<file path="config.mk">
export PLATFORM = sky130hd
export DESIGN_NAME = control_pipe
export DESIGN_NICKNAME = d
export VERILOG_FILES = /design/src/rtl/control_pipe.sv
export SDC_FILE = /design/constraint.sdc
export NUM_CORES = 1
export LEC_CHECK = 0
export ABC_CLOCK_PERIOD_IN_PS = 2900
export CORE_MARGIN = 2
export CORE_UTILIZATION = 55
export CTS_CLUSTER_DIAMETER = 120
export DETAILED_ROUTE_END_ITERATION = 7
export DONT_BUFFER_PORTS = 1
export PLACE_DENSITY_LB_ADDON = 0.1
export SLEW_MARGIN = 5
export SYNTH_ARGS = -nofsm -noshare
export SYNTH_HDL_FRONTEND = slang
export SYNTH_SLANG_ARGS = --single-unit
</file>
<file path="constraint.sdc">
create_clock -name Clk -period 2.9 [get_ports Clk]
set_clock_uncertainty 0.05 [all_clocks]
set_input_delay 0.435 -clock Clk [delete_from_list [all_inputs] [get_ports Clk]]
set_output_delay 0.435 -clock Clk [all_outputs]
set_load 0.05 [all_outputs]
</file>
<file path="src/rtl/control_pipe.sv">
// Control-generation stage: decodes one instruction per cycle into registered
// datapath strobes, holding loads in WAIT_MEM for MEM_LAT cycles and stopping at HALT.
module control_pipe #(
  parameter int INST_W  = 9,
  parameter int OP_W    = 4,
  parameter int MEM_LAT = 2
) (
  input  logic              Clk,
  input  logic              Reset,
  input  logic [INST_W-1:0] Inst,
  input  logic              InstValid,
  input  logic              Stall,
  output logic              Accept,
  output logic              Busy,
  output logic              CtrlValid,
  output logic              Reg0Write,
  output logic              GenPurpRegWrite,
  output logic              WriteMem,
  output logic              Branch,
  output logic              MemToReg,
  output logic              Halt,
  output logic [OP_W-1:0]   OpOut
);

  typedef enum logic [1:0] {RUN, WAIT_MEM, HALTED} state_t;

  typedef struct packed {
    logic reg0;
    logic gpr;
    logic wmem;
    logic branch;
    logic m2r;
    logic halt;
  } ctrl_t;

  localparam ctrl_t LOAD_CTRL = '{reg0: 1'b1, gpr: 1'b1, wmem: 1'b0,
                                  branch: 1'b0, m2r: 1'b1, halt: 1'b0};

  state_t          state, state_n;
  logic [2:0]      cnt, cnt_n;
  ctrl_t           ctrl_q, ctrl_n, dec;
  logic            vld_q, vld_n;
  logic [OP_W-1:0] op, op_q, op_n;
  logic            is_load, is_halt;

  // Only the opcode field is decoded; the operand bits belong to the datapath.
  wire unused_inst = &{1'b0, Inst};

  function automatic ctrl_t decode(input logic [OP_W-1:0] o);
    ctrl_t c;
    c = '0;
    case (32'(o))
      0, 1, 2, 3, 4, 5, 6, 8: begin c.reg0 = 1'b1; c.gpr = 1'b1; end
      9, 10, 11, 12:          c.branch = 1'b1;
      13:                     c.wmem = 1'b1;
      14:                     c = LOAD_CTRL;
      15:                     c.halt = 1'b1;
      default:                ;
    endcase
    return c;
  endfunction

  assign op      = Inst[INST_W-1 -: OP_W];
  assign dec     = decode(op);
  assign is_load = (32'(op) == 14);
  assign is_halt = (32'(op) == 15);

  assign Accept = InstValid & ~Stall & (state == RUN);
  assign Busy   = (state == WAIT_MEM);

  always_comb begin
    state_n = state;
    cnt_n   = cnt;
    vld_n   = vld_q;
    ctrl_n  = ctrl_q;
    op_n    = op_q;
    if (!Stall) begin
      case (state)
        RUN: begin
          vld_n  = 1'b0;
          ctrl_n = '0;
          if (Accept) begin
            op_n = op;
            if (is_halt) begin
              vld_n   = 1'b1;
              ctrl_n  = dec;
              state_n = HALTED;
            end else if (is_load && MEM_LAT > 0) begin
              state_n = WAIT_MEM;
              cnt_n   = 3'(MEM_LAT);
            end else begin
              vld_n  = 1'b1;
              ctrl_n = dec;
            end
          end
        end
        WAIT_MEM: begin
          // The load is presented on the edge that drains the counter.
          cnt_n = cnt - 3'd1;
          if (cnt_n == 3'd0) begin
            vld_n   = 1'b1;
            ctrl_n  = LOAD_CTRL;
            state_n = RUN;
          end
        end
        HALTED: begin
          vld_n       = 1'b0;
          ctrl_n      = '0;
          ctrl_n.halt = 1'b1;
        end
        default: state_n = RUN;
      endcase
    end
  end

  always_ff @(posedge Clk or posedge Reset) begin
    if (Reset) begin
      state  <= RUN;
      cnt    <= 3'd0;
      vld_q  <= 1'b0;
      ctrl_q <= '0;
      op_q   <= '0;
    end else begin
      state  <= state_n;
      cnt    <= cnt_n;
      vld_q  <= vld_n;
      ctrl_q <= ctrl_n;
      op_q   <= op_n;
    end
  end

  assign CtrlValid       = vld_q;
  assign Reg0Write       = ctrl_q.reg0;
  assign GenPurpRegWrite = ctrl_q.gpr;
  assign WriteMem        = ctrl_q.wmem;
  assign Branch          = ctrl_q.branch;
  assign MemToReg        = ctrl_q.m2r;
  assign Halt            = ctrl_q.halt;
  assign OpOut           = op_q;

endmodule
</file>
=== Word level (Yosys, flattened, before mapping) ===
Index checks and enable logic that the tools add are counted.

* Memories kept: 0
* Logic and storage cells: 71
* Bits in latches: 0
* Bits in writable memories: 0
* Output and inout port bits: 13
* Bits in registers: 16
* Memory bits (read-only): 0
* Bits of input ports: 13

* Multiplexer cells: 24
* Divide/modulo/power cells: 0
* Reduce and logical (&&, ||, !) cells: 11
* Multipliers: 0
* Shift-type cells: 0
* Equality and inequality tests: 21
* Magnitude comparators: 0
* Bitwise logic cells: 4
* Add/sub/neg operators: 1

{| class="wikitable"
|+ Operator list
! kind !! number
|-
| == test 4 bit (second input constant) || 8
|-
| two-way mux 6 bit || 4
|-
| case mux 6 bit (3 select lines) || 1
|-
| == test 4 x 3 -> 1 bit (second input constant) || 3
|-
| two-way mux 2 bit || 5
|-
| AND reduction 5 bit || 2
|-
| two-way mux 3 bit || 3
|-
| OR reduction 9 bit || 1
|-
| == test 4 x 2 -> 1 bit (second input constant) || 2
|-
| two-way mux 1 bit || 8
|-
| != test 2 bit (second input constant) || 3
|-
| case mux 2 bit (3 select lines) || 1
|-
| case mux 3 bit (2 select lines) || 1
|-
| AND reduction 3 bit || 2
|-
| == test 4 x 1 -> 1 bit (second input constant) || 1
|-
| zero test 4 bit || 1
|-
| OR reduction 4 bit || 1
|-
| zero test 3 bit || 1
|-
| != test 3 bit (second input constant) || 1
|-
| case mux 1 bit (3 select lines) || 1
|-
| nonzero test 3 bit || 1
|-
| subtractor 3 x 1 -> 3 bit (second input constant) || 1
|-
| bitwise AND 1 bit || 2
|-
| == test 2 x 1 -> 1 bit (second input constant) || 1
|-
| 5 further kinds || 6
|}

=== Longest topological paths before layout ===
* Word-level depth: 7
* Gate-level depth with buffers: 7

=== Least setup slack after synthesis ===
OpenSTA, ideal clock, no wires.

* Path type: register -> register
* Start: register state[1]
* End: register ctrl_q (netlist bit WriteMem)
* Stages on the path, launching flop included: 6
* Setup slack: 1.075 ns
* Clock period less this slack: 1.825 ns
* Data arrival time: 1.648 ns
* Data required time: 2.722 ns
* Cells stage by stage: dfrtp_1 inv_1 ha_1 nor3_1 a41o_1 mux2_1

* Elaborated cells between the ends (all ways): 9

{| class="wikitable"
|+ RTL lines
! element !! line !! source
|-
| start: declaration || 39 || <nowiki>state_t state, state_n;</nowiki>
|-
| start signal: assignment || 124 || <nowiki>state <= state_n;</nowiki>
|-
| == test 2 x 1 -> 1 bit (*) || -- ||
|-
| named net Busy || 14 || <nowiki>output logic Busy,</nowiki>
|-
| != test 2 x 1 -> 1 bit (no source line) or nonzero test 3 bit (tied branches) || -- ||
|-
| AND reduction 3 bit (no source line) || -- ||
|-
| end signal: assignment || 127 || <nowiki>ctrl_q <= ctrl_n;</nowiki>
|-
| end: declaration || 41 || <nowiki>ctrl_t ctrl_q, ctrl_n, dec;</nowiki>
|}

The timed path passes the listed nets; every way through them passes the cells marked *.
A chain may end at the register's enable or synchronous reset.

=== Worst setup path after layout ===
* Start: register state[1]
* End: register ctrl_q (netlist bit WriteMem)

* Cells in the longest elaborated chain, start to end: 4
* Elaborated cells between the ends (all ways): 9

{| class="wikitable"
|+ Ends and longest elaborated chain
! element !! line !! source
|-
| zero test 2 bit || 68, 78 ||
|-
| bitwise AND 1 bit || 68 || <nowiki>assign Accept = InstValid & ~Stall & (state == RUN);</nowiki>
|-
| two-way mux 6 bit || 82 || <nowiki>if (Accept) begin</nowiki>
|-
| case mux 6 bit (3 select lines) || 78 || <nowiki>case (state)</nowiki>
|}

Parallel ways exist; a longest one is shown, timed or not.

==> results.md <==
- Yosys reg bits: 15
- Final critical-path required period: 2.06 ns
- Area growth from synthesis to layout: 3.98%
- Worst EP required: 3.02 ns
- Async set-or-reset flop fraction in the synthesized netlist: 100%
- Startpoint Class: flop
- RSZ-0062 raised after global routing: false
- Max-slew violation count: 0
- Crit path kind: reg2reg
- Routed Antenna Nets: 0
- Power, Total: 900 µW
- Maximum vdd drop: 590 µV
- Avg Cell Area, Syn: 9.37 µm²
- CTS buffer count: 3
- Post-cts sizing count: 0
- Max Used Layer: met4
- WL per Instance: 14.2 µm
- Slew @ Worst Pin: 0.896 ns
- CTS tree: yes
- Final period utilization: 71.1%
- CTS max path bufs: 2
- Pre-Repair DR Iteration Count: 4
- H-tree depth: 1
- Setup Buffers After CTS: 0
- Outcome: completed
- Leak: 0.000432 µW
- Share of cells above drive strength 1: 9.28%
- Via count: 664
- First-pass GRT wire length: 2.86 mm
- Max-slew headroom: 40.3%
- WP data arrival: 2.18 ns
- Setup_tns: 0 ns
- CP Max Fanout: 11
- Die H: 44.0 µm
- Cells after Synth: 94
- Cell Rows: 14
- Fin. Hold Viols: 0
- Post-synthesis cell type count: 32
- Worst Setup End Kind: flop
- WHS: 0.0304 ns
- GRT Total Usage: 20.1%
- Ys Warns: 0
- Metal1 wirelength: 745 µm
- Final setup margin: 0.838 ns
- Drt drc: 0
- Number of global-route vias before repair: 669
- # diodes: 0
- Met2 routed WL: 772 µm
- Met3 routed WL: 57 µm
- Post-place setup slack: 0.872 ns
- Gp weighted congestion: 0.811
- Initial Utilization: 58.5%
- Post-synth top area share: 42.6%
- Clk_lat worst skew: 0.28 ns
- Number of I/O pins: 26
- Core ar.: 1510 µm²
- Die span in x: 44.0 µm
- Post-synth EDFFs: 0
- FMAX: 485 MHz
- Nets: 117
- Dominant cell type by area after synthesis: dfrtp_1
- # fillers: 128
- Synth area leaders: dfrtp_1 43%, ha_1 8.5%, nand2_1 5.5%, inv_1 5.1%, o21ai_0 3.4%
- Main synth FF type: dfrtp_1
- Drt total wl: 1.60 mm
- Post-Syn Area: 881 µm²
- Reg clk slew, reported paths: 0.09 ns
- Root buffer cell: clkbuf_4
- Starting DRT DRC Count: 3
- Remaining Overflow, GRT: 0
- Post-synthesis sequential area ratio: 42.6%
- Pwr per Cell Area: 983 nW/µm²
- Largest net degree at the start of global routing: 16
- Post-Syn Nets: 113
- Max Cap Viol: 0
- DR vias/cell: 5.88
- Dpl hpwl: 1.24 mm
- Hold WC Path Type: in2async
- Clock sink total: 15
- Final setup fails: 0
- Die area: 1940 µm²
- Initial antenna violation count: 0
- # hold bufs at CTS: 0
- Buffers added on ports: 0
## cell families (layout without fill, tap and decap cells)
group	after synthesis	in the layout	synth area share, %
buffers and inverters	15	18	7.67
xor gates and xnor gates	1	1	0.994
DFF	15	15	42.6
and+or+nand+nor	35	35	23.0
AOI/OAI and AO/OA	21	21	15.9
muxes	1	1	1.28
adders and majority gates	6	6	8.52
## metal layers
layer	track usage (%)	vias to the layer above
met1	27.3	315
met4	10.9	0
met2	29.7	17
met5	0	-
li1	-	327
met3	4.49	5
## stage by stage
step / instances / util (%) / area (µm²)
floorplan: 94 / - / 881
global placement: 109 / 59.1 / 890
detailed placement: 109 / 59.1 / 890
CTS: 113 / 60.8 / 916
global route: 113 / 60.8 / 916
finish: 113 / 60.8 / 916
## path summary, 6_finish.rpt
kind,from,to,slack (ns),depth (start not counted)
worst max-delay path,state[1],WriteMem,0.84,6
worst min-delay path,Reset,GenPurpRegWrite,0.03,1
worst max register to register,state[1],WriteMem,0.84,6
worst min register to register,cnt[0],cnt[0],0.48,1
max in group asynchronous,Reset,cnt[2],2.39,1
min in group Clk,Inst[5],state[0],0.17,1
## cell usage in the layout (no fill, tap or decap)
cell / count
nand4_1: 2
nor2b_1: 1
o21ai_0: 6
nand3_1: 2
inv_1: 12
nand2b_1: 2
clkbuf_4: 3
a31oi_1: 2
o311ai_2: 1
o21ai_1: 1
nor3_1: 1
nand3b_1: 1
nor4b_2: 1
nand2_1: 13
a21oi_1: 5
mux2_1: 1
nor3b_1: 1
nand3b_4: 1
a41oi_1: 1
dfrtp_1: 15
o2bb2ai_1: 2
o21a_1: 1
nor4_1: 1
ha_1: 6
buf_4: 1
a41o_1: 1
inv_2: 1
and4b_4: 1
clkbuf_1: 1
nand4bb_1: 1
o211ai_1: 1
nor2_1: 7
xnor2_1: 1
## critical path, stage by stage (launching register included)
cell and delay (ns):
dfrtp_1 0.41, inv_1 0.08, ha_1 0.27, buf_4 0.23, nor3_1 0.20, a41o_1 0.35
mux2_1 0.36
## synth_stat cells, types with 2 or more instances
master,instances
nor2_1,7
a31oi_1,2
dfrtp_1,15
nand2_1,13
o2bb2ai_1,2
o21ai_0,6
nand3_1,2
nand2b_1,2
inv_1,12
ha_1,6
nand4_1,2
a21oi_1,5
## power breakdown
part	switching [µW]	internal (µW)	total [µW]
clock network	67.0	53.4	120
registers	228	273	501
logic	174	104	278
## layout make-up
| type | instances | area, µm² | share of cell area, % |
|---|---|---|---|
| Sequential cell | 15 | 375 | 41.0 |
| Inverter | 13 | 48.8 | 5.33 |
| Multi-Input combinational cell | 64 | 438 | 47.8 |
| Tap cell | 16 | 20.0 | 2.19 |
| Clock buffer | 4 | 26.3 | 2.87 |
| Timing Repair Buffer | 1 | 7.51 | 0.820 |
## state kept, by name, summed over array words and instances, names as in the netlist
signal	cells
GenPurpRegWrite	1
Halt	1
CtrlValid	1
state	2
cnt	3
OpOut	4
MemToReg	1
Branch	1
WriteMem	1
Power figures use the tool's default switching activity.
